## config.mk

```make
export PLATFORM = sky130hd
export DESIGN_NAME = riscv_gpr_wb_arbiter
export DESIGN_NICKNAME = d
export VERILOG_FILES = /design/src/rtl/riscv_gpr_wb_arbiter.sv
export SDC_FILE = /design/constraint.sdc
export NUM_CORES = 1
export LEC_CHECK = 0
export ABC_AREA = 1
export BUFFER_PORTS_ARGS = -buffer_cell sky130_fd_sc_hd__buf_4
export CAP_MARGIN = 20
export CORE_MARGIN = 1.5
export CORE_UTILIZATION = 54
export CTS_BUF_LIST = sky130_fd_sc_hd__clkbuf_2 sky130_fd_sc_hd__clkbuf_4 sky130_fd_sc_hd__clkbuf_8
export DETAILED_ROUTE_END_ITERATION = 12
export GPL_TIMING_DRIVEN = 0
export PLACE_DENSITY = 0.89
export SLEW_MARGIN = 20
export SYNTH_ARGS = -nofsm -noshare
export SYNTH_HDL_FRONTEND = slang
export SYNTH_SLANG_ARGS = --single-unit
```

## constraint.sdc

```tcl
create_clock -name clk -period 3.5 [get_ports clk]
set_input_delay 0.175 -clock clk [delete_from_list [all_inputs] [get_ports clk]]
set_output_delay 0.175 -clock clk [all_outputs]
set_load 0.005 [all_outputs]
```

## src/rtl/riscv_gpr_wb_arbiter.sv

```systemverilog
// riscv_gpr_wb_arbiter
// Arbitrates GPR write-back requests from ALU, LSU and MUL/DIV onto the
// single register-file write port. Round-robin or fixed priority, one
// handshake per cycle, one-cycle registered write latency, per-requester
// starvation monitoring with a sticky error flag.
module riscv_gpr_wb_arbiter #(
    parameter int          XLEN         = 32,
    parameter bit          RR_EN        = 1'b1,
    parameter int unsigned STARVE_LIMIT = 8
) (
    input  logic                clk,
    input  logic                rst_n,
    input  logic [2:0]          req_valid,
    output logic [2:0]          req_ready,
    input  logic [14:0]         req_dest,
    input  logic [3*XLEN-1:0]   req_data,
    input  logic                wb_hold,
    output logic                reg_write_en,
    output logic [4:0]          reg_write_dest,
    output logic [XLEN-1:0]     reg_write_data,
    output logic [1:0]          wb_src,
    output logic                err_starve
);

    logic [1:0]      last_grant;
    logic [2:0]      grant;
    logic [1:0]      grant_idx;
    logic [1:0]      cand;
    logic            handshake;
    logic [4:0]      sel_dest;
    logic [XLEN-1:0] sel_data;
    logic [7:0]      wait_cnt [3];
    logic            any_starved;

    function automatic logic [1:0] next_idx(input logic [1:0] idx);
        return (idx == 2'd2) ? 2'd0 : idx + 2'd1;
    endfunction

    // Grant selection: at most one requester, nothing while held or in reset
    always_comb begin
        grant     = '0;
        grant_idx = '0;
        cand      = next_idx(last_grant);
        if (rst_n && !wb_hold) begin
            if (RR_EN) begin
                for (int unsigned k = 0; k < 3; k++) begin
                    if (grant == '0 && req_valid[cand]) begin
                        grant[cand] = 1'b1;
                        grant_idx   = cand;
                    end
                    cand = next_idx(cand);
                end
            end else begin
                for (int unsigned i = 0; i < 3; i++) begin
                    if (grant == '0 && req_valid[i]) begin
                        grant[i]  = 1'b1;
                        grant_idx = 2'(i);
                    end
                end
            end
        end
    end

    assign req_ready = grant;
    assign handshake = |(grant & req_valid);

    // Select the granted requester's destination and data
    always_comb begin
        sel_dest = '0;
        sel_data = '0;
        for (int unsigned i = 0; i < 3; i++) begin
            if (grant[i]) begin
                sel_dest = req_dest[5*i +: 5];
                sel_data = req_data[XLEN*i +: XLEN];
            end
        end
    end

    // Register the accepted write; x0 completes the handshake but never writes
    always_ff @(posedge clk or negedge rst_n) begin
        if (!rst_n) begin
            reg_write_en   <= 1'b0;
            reg_write_dest <= '0;
            reg_write_data <= '0;
            wb_src         <= '0;
        end else begin
            reg_write_en <= handshake && (sel_dest != '0);
            if (handshake) begin
                reg_write_dest <= sel_dest;
                reg_write_data <= sel_data;
                wb_src         <= grant_idx;
            end
        end
    end

    // Round-robin pointer; reset value 2 makes requester 0 first
    always_ff @(posedge clk or negedge rst_n) begin
        if (!rst_n) begin
            last_grant <= 2'd2;
        end else if (handshake) begin
            last_grant <= grant_idx;
        end
    end

    // Saturating per-requester wait counters, frozen while write-back is held
    always_ff @(posedge clk or negedge rst_n) begin
        if (!rst_n) begin
            for (int unsigned i = 0; i < 3; i++) begin
                wait_cnt[i] <= '0;
            end
        end else begin
            for (int unsigned i = 0; i < 3; i++) begin
                if (!req_valid[i] || grant[i]) begin
                    wait_cnt[i] <= '0;
                end else if (!wb_hold && wait_cnt[i] != '1) begin
                    wait_cnt[i] <= wait_cnt[i] + 8'd1;
                end
            end
        end
    end

    always_comb begin
        any_starved = 1'b0;
        for (int unsigned i = 0; i < 3; i++) begin
            if (32'(wait_cnt[i]) >= STARVE_LIMIT) begin
                any_starved = 1'b1;
            end
        end
    end

    // Sticky starvation flag, cleared only by reset
    always_ff @(posedge clk or negedge rst_n) begin
        if (!rst_n) begin
            err_starve <= 1'b0;
        end else if (any_starved) begin
            err_starve <= 1'b1;
        end
    end

endmodule

```

# Word level (Yosys, flattened, before mapping)
# Cells that the tools add are included.
[word_totals]
output_inout_bits = 44
in_bits = 117
reg_bits = 67
elab_cells = 97
[classes]
order_cmp = 9
mux = 40
bitwise = 3
reduce_logical = 24
n_addsub = 6
eq_ne = 6
[op_table]
columns = ["op", "count"]
rows = [
  ["32-bit two-way mux", 3],
  ["8-bit two-way mux", 6],
  ["8-bit by 1-bit adder with 8-bit output (second input constant)", 3],
  ["8-bit by 4-bit >= comparator with 1-bit output (second input constant)", 3],
  ["8-bit inequality test (second input constant)", 3],
  ["3-bit two-way mux", 6],
  ["5-bit two-way mux", 3],
  ["2-bit two-way mux", 7],
  ["1-bit logical AND", 10],
  ["2-bit by 3-bit less-than comparator with 1-bit output (second input constant)", 3],
  ["1-bit two-way mux", 9],
  ["2-bit by 1-bit adder with 2-bit output (second input constant)", 3],
  ["1-bit binary-select mux with 2-bit select", 3],
  ["1-bit demux with 2-bit select", 3],
  ["2-bit == test (second input constant)", 3],
  ["2-bit by 1-bit >= comparator with 1-bit output (second input constant)", 3],
  ["3-bit zero test", 2],
  ["3-bit OR", 2],
  ["2-bit nonzero test", 3],
  ["5-bit nonzero test", 1],
  ["1-bit zero test", 4],
  ["3-bit bitwise AND", 1],
  ["1-bit logical OR", 3],
  ["3-bit OR reduction", 1],
]

# Longest topological paths before layout
# Gate-level depths: netlist of run 1.
[logic_depth]
word_depth = 21
depth_mapped = 15
depth_no_buf = 14

# Least setup slack after synthesis of run 1
# No wires, ideal clock.
[synth_timing]
path_kind = "flip-flop to flip-flop"
from = "reg last_grant[1]"
to = "reg reg_write_data[10]"
setup_ns = 0.130
t_required_ns = 3.370
t_arrival_ns = 1.660
n_path_buf = 3
stages_incl_launch_ff = 13
path_slack_ns = 1.710
synth_period_minus_slack_ns = 1.790
path_cell_list = "dfstp_2 buf_6 nor2_4 nand2_1 nand2_1 nor2_1 nand4_1 nand2_1 nand2_1 buf_6 buf_6 nand4_1 nand4_1"
[synth_between]
elab_chain_cells = 19
elab_cells_between_ends = 47
classes_between = "add/sub: 3; order compare: 6; eq/ne: 3; mux: 24; bitwise: 3; reduce/logical: 8"
[synth_lines]
columns = ["element", "line_no", "source"]
rows = [
  ["from (decl)", "25", "logic [1:0] last_grant;"],
  ["from (signal assigned)", "101", "last_grant <= grant_idx;"],
  ["2-bit by 1-bit adder with 2-bit output / 2-bit == test (equally long branches)", "36", "return (idx == 2'd2) ? 2'd0 : idx + 2'd1;"],
  ["2-bit two-way mux *", "36", ""],
  ["parallel branches: the longest is 12 deep, another holds 2-bit by 3-bit less-than comparator with 1-bit output", "-", ""],
  ["3-bit two-way mux *", "47", "if (grant == '0 && req_valid[cand]) begin"],
  ["3-bit two-way mux *", "44", "if (rst_n && !wb_hold) begin"],
  ["32-bit two-way mux (3 in a row)", "72", "if (grant[i]) begin"],
  ["to (signal assigned)", "90", "reg_write_data <= sel_data;"],
  ["to (decl)", "20", "output logic [XLEN-1:0] reg_write_data,"],
]
# Every way passes the cells marked *. The select of a mux whose other input is x is not followed.
# A chain may end at the register's enable or synchronous reset.

# Worst setup path in the final report of run 1
[layout_timing]
from = "in rst_n"
to = "out req_ready[2]"
[layout_between]
elab_chain_cells = 2
[layout_lines]
columns = ["element", "line_no", "source"]
rows = [
  ["from (decl)", "12", "input logic rst_n,"],
  ["1-bit logical AND", "44", ""],
  ["3-bit two-way mux", "44", ""],
  ["to (decl)", "14", "output logic [2:0] req_ready,"],
]
# No other way between the ends.

==> impl_table.tex, run 1 <==
\begin{tabular}{lr}
\hline
Metric & Value \\
\hline
\multicolumn{2}{l}{\textbf{CTS}} \\
\quad TritonCTS clock tree & built \\
\quad TritonCTS Sinks & 66 \\
\quad Number of buffers inserted by post-CTS setup repair & 0 \\
\quad Clock-pin slew of the registers on the worst-case setup and hold paths & 0.07 ns \\
\quad Maximum buffer depth of the clock tree & 2 \\
\quad Number of levels in the clock H-tree & 3 \\
\quad Root buf cell & clkbuf\_8 \\
\quad Latest clock arrival within the worst-skew pair & 0.34 ns \\
\quad Cts bufs inserted & 9 \\
\multicolumn{2}{l}{\textbf{Job}} \\
\quad Max\_cap viols & 0 \\
\multicolumn{2}{l}{\textbf{Die}} \\
\quad \# IOs & 161 \\
\quad Num rows & 30 \\
\quad Horizontal extent of the die & 86.96 um \\
\quad Total Die Area & 7561 sq um \\
\quad Core area & 6794 sq um \\
\quad Overall die height & 86.96 um \\
\quad Initial core utilization & 0.5602 \\
\multicolumn{2}{l}{\textbf{Final layout}} \\
\quad Synth-to-Final Area Change & 40.93\% \\
\quad Multi-input logic area & 1859 sq um \\
\quad Count of filler cells inserted in the layout & 453 \\
\quad Final core utilization & 0.7895 \\
\quad Flip-flop and latch area & 1653 sq um \\
\quad Share of cells above drive strength 1 & 0.3384 \\
\quad Net count, final & 772 \\
\quad Most common cell after layout, fill and taps aside & buf\_4 \\
\quad Cell area after layout & 5364 sq um \\
\quad Number of antenna cells inserted & 0 \\
\quad Top library cells by usage in the layout, fill and taps aside & 167 x buf\_4, 152 x nand2\_1, 70 x nand4\_1 \\
\multicolumn{2}{l}{\textbf{Placement}} \\
\quad Final HPWL DP & 8564 um \\
\quad Routability-driven placement congestion ratio & 0.8614 \\
\quad Placed Instance Area & 5127 sq um \\
\quad Buffers on Ports & 160 \\
\multicolumn{2}{l}{\textbf{Drt}} \\
\quad Detailed router's first-iteration violation count & 206 \\
\quad Via density per instance & 5.497 \\
\quad Total detailed-routing wirelength & 11420 um \\
\quad Residual DRC count & 0 \\
\quad DRT antenna net count & 0 \\
\quad Routed wirelength normalized by instance count & 15.25 um \\
\quad Overall via count from detail\_route & 4117 \\
\quad Length of the first detailed-routing pass in iterations & 4 \\
\multicolumn{2}{l}{\textbf{Global route}} \\
\quad GRT Util Overall & 0.3133 \\
\quad Global-route wire length before repair & 18270 um \\
\quad Number of antenna violations at the first check in global routing & 0 \\
\quad Pin count of the biggest net entering global routing & 68 \\
\quad Remaining global-route overflow & 0 \\
\quad Vias in the first global route & 4046 \\
\multicolumn{2}{l}{\textbf{Logic synthesis}} \\
\quad Area share of and/or/nand/nor cells after synthesis & 0.3820 \\
\quad Net count after synthesis & 600 \\
\quad Compound-Gate Fraction of Synth Area & 0.05227 \\
\quad Multiplexer fraction of the synthesized cell area & 0 \\
\quad Top\_reg\_cell synth & dfrtp\_1 \\
\quad Count of warnings emitted by yosys & 0 \\
\quad Number of enable-type register cells in the synthesized netlist & 0 \\
\quad Gate count after technology mapping & 477 \\
\quad Synthesized-area fraction occupied by xor and xnor cells & 0.03452 \\
\quad Area of the mapped netlist & 3806 sq um \\
\quad Synthesis-stage register bit count & 66 \\
\quad Average size of a mapped cell & 7.979 sq um \\
\quad Post-synth ARST share & 1.000 \\
\quad Share of synthesized area occupied by flip-flops and latches & 0.4343 \\
\quad Adder-cell area share of the yosys netlist & 0.01972 \\
\quad Combinational family with the most area after synthesis & simple AND/OR/NAND/NOR gates \\
\quad Post-synthesis cell type count & 31 \\
\multicolumn{2}{l}{\textbf{Power and ir drop}} \\
\quad Power share of the clock group & 0.221 \\
\quad Power per unit of standard cell area & 624.2 nW/um\^{}2 \\
\quad Comb pwr share & 0.429 \\
\quad Leakage power of the design & 2.648 nW \\
\quad Net switching component of the power & 1.194 mW \\
\quad Internal & 2.155 mW \\
\quad Total power & 3.348 mW \\
\quad Net switching fraction of the power & 0.3565 \\
\quad Proportion of power drawn by flip-flops and latches & 0.350 \\
\quad Maximum resistive drop on vdd & 0.3374 mV \\
\multicolumn{2}{l}{\textbf{Critical path}} \\
\quad Maximum net fanout on the critical path & 67 \\
\quad CP startpoint kind & input pin \\
\quad CP endpoint kind & output port \\
\quad Worst EP required & 3.32 ns \\
\quad Crit path kind & input pin to output port \\
\quad WP data arrival & 2.52 ns \\
\multicolumn{2}{l}{\textbf{STA}} \\
\quad Setup repair after global routing missed its margin & no \\
\quad Endpoints failing hold & 0 \\
\quad Final worst clock skew & 0.008795 ns \\
\quad Worst slew pin tran & 0.8366 ns \\
\quad Final sum of negative setup slack & 0 ns \\
\quad Minimum clock period & 2.697 ns \\
\quad Max-slew violation count & 0 \\
\quad Post-route fraction of the period consumed by the critical path & 0.7707 \\
\quad Worst max-slew margin expressed relative to the limit & 0.4423 \\
\quad Worst hold margin & 0.05077 ns \\
\quad Finish-stage setup viols & 0 \\
\quad FMAX & 370.7 MHz \\
\multicolumn{2}{l}{\textbf{Hold path}} \\
\quad Worst min path class & input pin to flop \\
\multicolumn{2}{l}{\textbf{Status}} \\
\quad Result of the run & complete, no violations \\
\hline
\end{tabular}
repair_timing:
action / in CTS / in global routing
hold buffers: 1 / 0
resized for setup: 0 / 0
hold endpoints to repair: 65 / 0
Yosys cell counts (5+ instances only):
master | instances | area share
a21oi_1 | 6 | 0.0079
buf_2 | 9 | 0.012
buf_4 | 7 | 0.014
buf_6 | 5 | 0.015
dfrtp_1 | 65 | 0.43
ha_1 | 6 | 0.020
inv_1 | 27 | 0.027
inv_2 | 6 | 0.0059
nand2_1 | 152 | 0.15
nand3_1 | 29 | 0.038
nand4_1 | 70 | 0.12
nor2_1 | 24 | 0.024
nor3_1 | 6 | 0.0079
o21ai_1 | 5 | 0.0066
o31ai_1 | 11 | 0.022
xnor2_1 | 5 | 0.012
xor2_1 | 10 | 0.023
worst paths after layout:
kind / slack (ns) / to / from / cells after the start
setup reg to reg: 1.37 / reg_write_data[7] / last_grant[1] / 12
max in group asynchronous: 2.47 / reg_write_data[26] / rst_n / 2
hold reg to reg: 0.51 / err_starve / wait_cnt[22] / 2
setup / recovery: 0.80 / req_ready[2] / rst_n / 8
hold / removal: 0.05 / reg_write_data[15] / req_data[15] / 3
min in group asynchronous: 0.47 / wait_cnt[10] / rst_n / 2
critical path: stages:
cell and delay (ns):
dlygate4sd3_1 0.53, buf_4 0.65, inv_1 0.12, nor2_2 0.34, nand2_1 0.16, inv_2 0.15
buf_2 0.24, buf_4 0.14
layout make-up:
cell class / instances / area share
inverter: 35 / 0.02543
multi-input combinational: 354 / 0.3466
sequential: 66 / 0.3081
tap: 96 / 0.02239
buffer: 22 / 0.02939
timing repair buffer: 161 / 0.2258
clock buffer: 13 / 0.03102
clock inverter: 2 / 0.01120
sequential cells by signal (all words and copies together) (netlist names):
register / cells
wait_cnt: 24
err_starve: 1
reg_write_en: 1
last_grant: 1
wb_src: 2
reg_write_dest: 5
reg_write_data: 32
routing by layer:
metal | vias to the layer above | GRT usage | share of wire
met5 | - | 0 | 0
met4 | 0 | 0.1540 | 0.037
met3 | 36 | 0.06445 | 0.066
met2 | 166 | 0.5391 | 0.51
met1 | 1949 | 0.3719 | 0.39
li1 | 1966 | - | -
power by group through the flow:
stage | logic [mW] | registers [mW] | clock network [mW]
2_1_floorplan | 0.741 | 1.17 | 0
3_3_place_gp | 1.39 | 1.17 | 0
3_5_place_dp | 1.43 | 1.17 | 0
4_1_cts | 1.44 | 1.17 | 0.741
5_1_grt | 1.58 | 1.20 | 0.779
6_report | 1.44 | 1.17 | 0.739
through the flow:
step	instances	setup slack, ns
detailed placement	733	1.294
finish	749	0.8026
floorplan	477	1.710
CTS	749	0.7689
global route	749	0.5599
global placement	733	1.299
cell families (layout without fill, tap and decap cells):
logic type | Yosys count | count (layout)
DFF | 66 | 66
adders and majority gates | 6 | 6
buffers and inverters | 57 | 233
and+or+nand+nor | 302 | 302
xor gates and xnor gates | 15 | 15
AOI/OAI and AO/OA | 31 | 31
No activity file was read; power rests on OpenSTA's default activity.
==> run 2: changes to the inputs <==
--- a/config.mk
+++ b/config.mk
@@ -9,11 +9,11 @@
 export BUFFER_PORTS_ARGS = -buffer_cell sky130_fd_sc_hd__buf_4
 export CAP_MARGIN = 20
 export CORE_MARGIN = 1.5
-export CORE_UTILIZATION = 54
+export CORE_UTILIZATION = 45
 export CTS_BUF_LIST = sky130_fd_sc_hd__clkbuf_2 sky130_fd_sc_hd__clkbuf_4 sky130_fd_sc_hd__clkbuf_8
 export DETAILED_ROUTE_END_ITERATION = 12
 export GPL_TIMING_DRIVEN = 0
-export PLACE_DENSITY = 0.89
+export PLACE_DENSITY = 0.79
 export SLEW_MARGIN = 20
 export SYNTH_ARGS = -nofsm -noshare
 export SYNTH_HDL_FRONTEND = slang
==> constraint.sdc (replaced) <==
create_clock -name clk -period 2.2 [get_ports clk]
set_input_delay 0.11 -clock clk [delete_from_list [all_inputs] [get_ports clk]]
set_output_delay 0.11 -clock clk [all_outputs]
set_load 0.005 [all_outputs]
==> impl_table.tex, run 2 (synthesis gave the netlist of run 1 again) <==
\begin{tabular}{lr}
\hline
Metric & Value \\
\hline
\multicolumn{2}{l}{\textbf{CTS}} \\
\quad TritonCTS clock tree & built \\
\quad Number of levels in the clock H-tree & 3 (unchanged) \\
\quad Cts bufs inserted & 9 (unchanged) \\
\quad Root buf cell & clkbuf\_8 \\
\quad Latest clock arrival within the worst-skew pair & 0.35 ns (about the same) \\
\quad TritonCTS Sinks & 66 (unchanged) \\
\quad Clock-pin slew of the registers on the worst-case setup and hold paths & 0.08 ns (about the same) \\
\quad Maximum buffer depth of the clock tree & 2 (unchanged) \\
\multicolumn{2}{l}{\textbf{Status}} \\
\quad Result of the run & finished, violations left \\
\quad Failing checks & hold timing, setup timing \\
\multicolumn{2}{l}{\textbf{Power and ir drop}} \\
\quad Maximum resistive drop on vdd & 0.5571 mV (+65\%) \\
\quad Comb pwr share & 0.500 (+0.071) \\
\quad Power share of the clock group & 0.168 (-0.053) \\
\quad Net switching component of the power & 2.309 mW (+93\%) \\
\quad Leakage power of the design & 3.003 nW (+13\%) \\
\quad Internal & 3.447 mW (+60\%) \\
\quad Proportion of power drawn by flip-flops and latches & 0.332 (-0.018) \\
\quad Power per unit of standard cell area & 919.2 nW/um\^{}2 (+47\%) \\
\quad Net switching fraction of the power & 0.4012 (+0.04469) \\
\multicolumn{2}{l}{\textbf{Critical path}} \\
\quad Reg2Reg Setup Slack & -0.02 ns (-1.39 ns) \\
\quad Crit path kind & flop to flop \\
\quad CP endpoint kind & flop \\
\quad Maximum net fanout on the critical path & 10 (-85\%) \\
\quad CP startpoint kind & flop \\
\quad WP data arrival & 2.48 ns (-0.04 ns) \\
\quad Worst EP required & 2.46 ns (-0.86 ns) \\
\multicolumn{2}{l}{\textbf{Die}} \\
\quad Total Die Area & 9018 sq um (+19\%) \\
\quad Overall die height & 94.97 um (+9.2\%) \\
\quad Initial core utilization & 0.4632 (-0.09700) \\
\quad Core area & 8217 sq um (+21\%) \\
\quad Horizontal extent of the die & 94.97 um (+9.2\%) \\
\quad \# IOs & 161 (unchanged) \\
\quad Num rows & 33 (+10\%) \\
\multicolumn{2}{l}{\textbf{Final layout}} \\
\quad Final core utilization & 0.7621 (-0.02736) \\
\quad Non-filler cells, final & 845 (+13\%) \\
\quad Largest registers & reg\_write\_data x32, wait\_cnt x24, reg\_write\_dest x5 \\
\quad Flip-flop count of the largest register, all copies and words added & 32 (unchanged) \\
\quad Most flops, register & reg\_write\_data \\
\quad Net count, final & 859 (+11\%) \\
\quad Share of cells above drive strength 1 & 0.3324 (-0.006006) \\
\quad Number of antenna cells inserted & 0 (unchanged) \\
\quad Top library cells by usage in the layout, fill and taps aside & 182 x buf\_4, 146 x nand2\_1, 71 x dlygate4sd3\_1 \\
\quad Synth-to-Final Area Change & 64.53\% \\
\quad Most common cell after layout, fill and taps aside & buf\_4 \\
\multicolumn{2}{l}{\textbf{Drt}} \\
\quad Residual DRC count & 0 (unchanged) \\
\quad Detailed router's first-iteration violation count & 419 (+100\%) \\
\quad Total detailed-routing wirelength & 16100 um (+41\%) \\
\quad Via density per instance & 5.857 (+6.6\%) \\
\quad Length of the first detailed-routing pass in iterations & 7 (+3) \\
\quad Overall via count from detail\_route & 4949 (+20\%) \\
\quad Routed wirelength normalized by instance count & 19.05 um (+25\%) \\
\quad DRT antenna net count & 0 (unchanged) \\
\multicolumn{2}{l}{\textbf{STA}} \\
\quad Worst max-slew margin expressed relative to the limit & 0.4191 (-0.02320) \\
\quad Worst hold margin & -0.1481 ns (-0.1988 ns) \\
\quad Endpoints failing hold & 65 (+65) \\
\quad Minimum clock period & 2.216 ns \\
\quad Finish-stage setup viols & 1 (+1) \\
\quad Final worst clock skew & 0.01467 ns (+0.005876 ns) \\
\quad Final sum of negative setup slack & -0.01583 ns (-0.01583 ns) \\
\quad Minimum setup slack in the final design & -0.01583 ns (-0.8184 ns) \\
\quad Worst slew pin tran & 0.8714 ns (+0.03480 ns) \\
\quad FMAX & 451.3 MHz \\
\quad Post-route fraction of the period consumed by the critical path & 1.007 \\
\quad Max-slew violation count & 0 (unchanged) \\
\multicolumn{2}{l}{\textbf{Global route}} \\
\quad GRT Util Overall & 0.3191 (+0.005814) \\
\quad Most crowded layer after global routing & met2 \\
\quad Number of antenna violations at the first check in global routing & 0 (unchanged) \\
\quad Pin count of the biggest net entering global routing & 68 (unchanged) \\
\quad Grt met2 use & 0.5452 (+0.006126) \\
\quad Remaining global-route overflow & 0 (unchanged) \\
\quad Global-route wire length before repair & 22150 um (+21\%) \\
\quad Vias in the first global route & 4658 (+15\%) \\
\quad Met1 track utilization from global routing & 0.3774 (+0.005432) \\
\quad Met3 global-route usage & 0.09340 (+0.02894) \\
\multicolumn{2}{l}{\textbf{Hold path}} \\
\quad Worst min path class & input pin to async pin \\
\multicolumn{2}{l}{\textbf{Job}} \\
\quad Max\_cap viols & 0 (unchanged) \\
\multicolumn{2}{l}{\textbf{Placement}} \\
\quad Routability-driven placement congestion ratio & 0.9169 (+6.4\%) \\
\quad Buffers on Ports & 160 (unchanged) \\
\quad Final HPWL DP & 8428 um (-1.6\%) \\
\quad Placed instance count & 742 (+1.2\%) \\
\quad Worst setup slack after placement & 0.1058 ns (-1.188 ns) \\
\hline
\end{tabular}
==> run 2: cell type report <==
cell class                      instances  area (sq um)
Buffer                                 19         141.4
Clock buffer                           13         166.4
Clock inverter                          2         12.51
Fill cell                             473          1954
Inverter                               35         158.9
Multi-Input combinational cell        354          1922
Sequential cell                        66          1653
Tap cell                              105         131.4
Timing Repair Buffer                  249          2059
Timing Repair inverter                  2         17.52
==> run 2: critical path, stage by stage (launching register included) <==
cell and delay (ns):
dfstp_2 0.54, buf_8 0.13, nor2_4 0.06, nand2_1 0.08
nand2_1 0.07, nor2_2 0.13, nand4_1 0.11, nand2_2 0.14
nand2_2 0.10, inv_4 0.14, buf_12 0.12, buf_2 0.22
nand2_1 0.11, nand4_1 0.16
==> run 2: repair_timing <==
action | 4_1_cts | 5_1_grt
hold buffers | 70 | 1
gates resized for setup | 9 | 13
endpoints found under the hold margin | 93 | 66
setup buffers | 3 | 15
endpoints found under the setup margin | 3 | 43
cloned | 0 | 2
pin swaps | 0 | 3
==> run 2: path summary, 6_finish.rpt <==
kind / from / endpoint / cells after the start
min reg2reg: wait_cnt[22] / err_starve / 2
max: last_grant[1] / reg_write_data[10] / 13
min: rst_n / reg_write_dest[4] / 1
max reg2reg: last_grant[1] / reg_write_data[10] / 13
max in group asynchronous: rst_n / reg_write_data[4] / 1
min in group clk: req_data[17] / reg_write_data[17] / 3
==> run 2: power by group through the flow <==
stage               Sequential (mW)  Clock (mW)  Combinational, mW
CTS                            1.85       0.959               2.45
floorplan                      1.86           0               1.18
global route                   1.94        1.03               3.06
detailed placement             1.86           0               2.29
global placement               1.85           0               2.24
finish                         1.91       0.970               2.88
==> run 2: per-layer routing <==
metal	vias to the layer above	routed length, um	share of wire
met4	0	955	0.059
met3	124	1721	0.11
met5	-	0	0
met2	408	7842	0.49
li1	2138	-	-
met1	2279	5582	0.35
==> run 2: metrics by stage <==
stage	hold WS, ns	instance area [sq um]	power (mW)
after floorplan	-0.1856	3806	3.037
after global placement	0.2632	5139	4.094
after detailed placement	0.2725	5139	4.150
after CTS	-0.09468	6073	5.260
after global routing	-0.06283	6262	6.033
final	-0.1481	6262	5.756
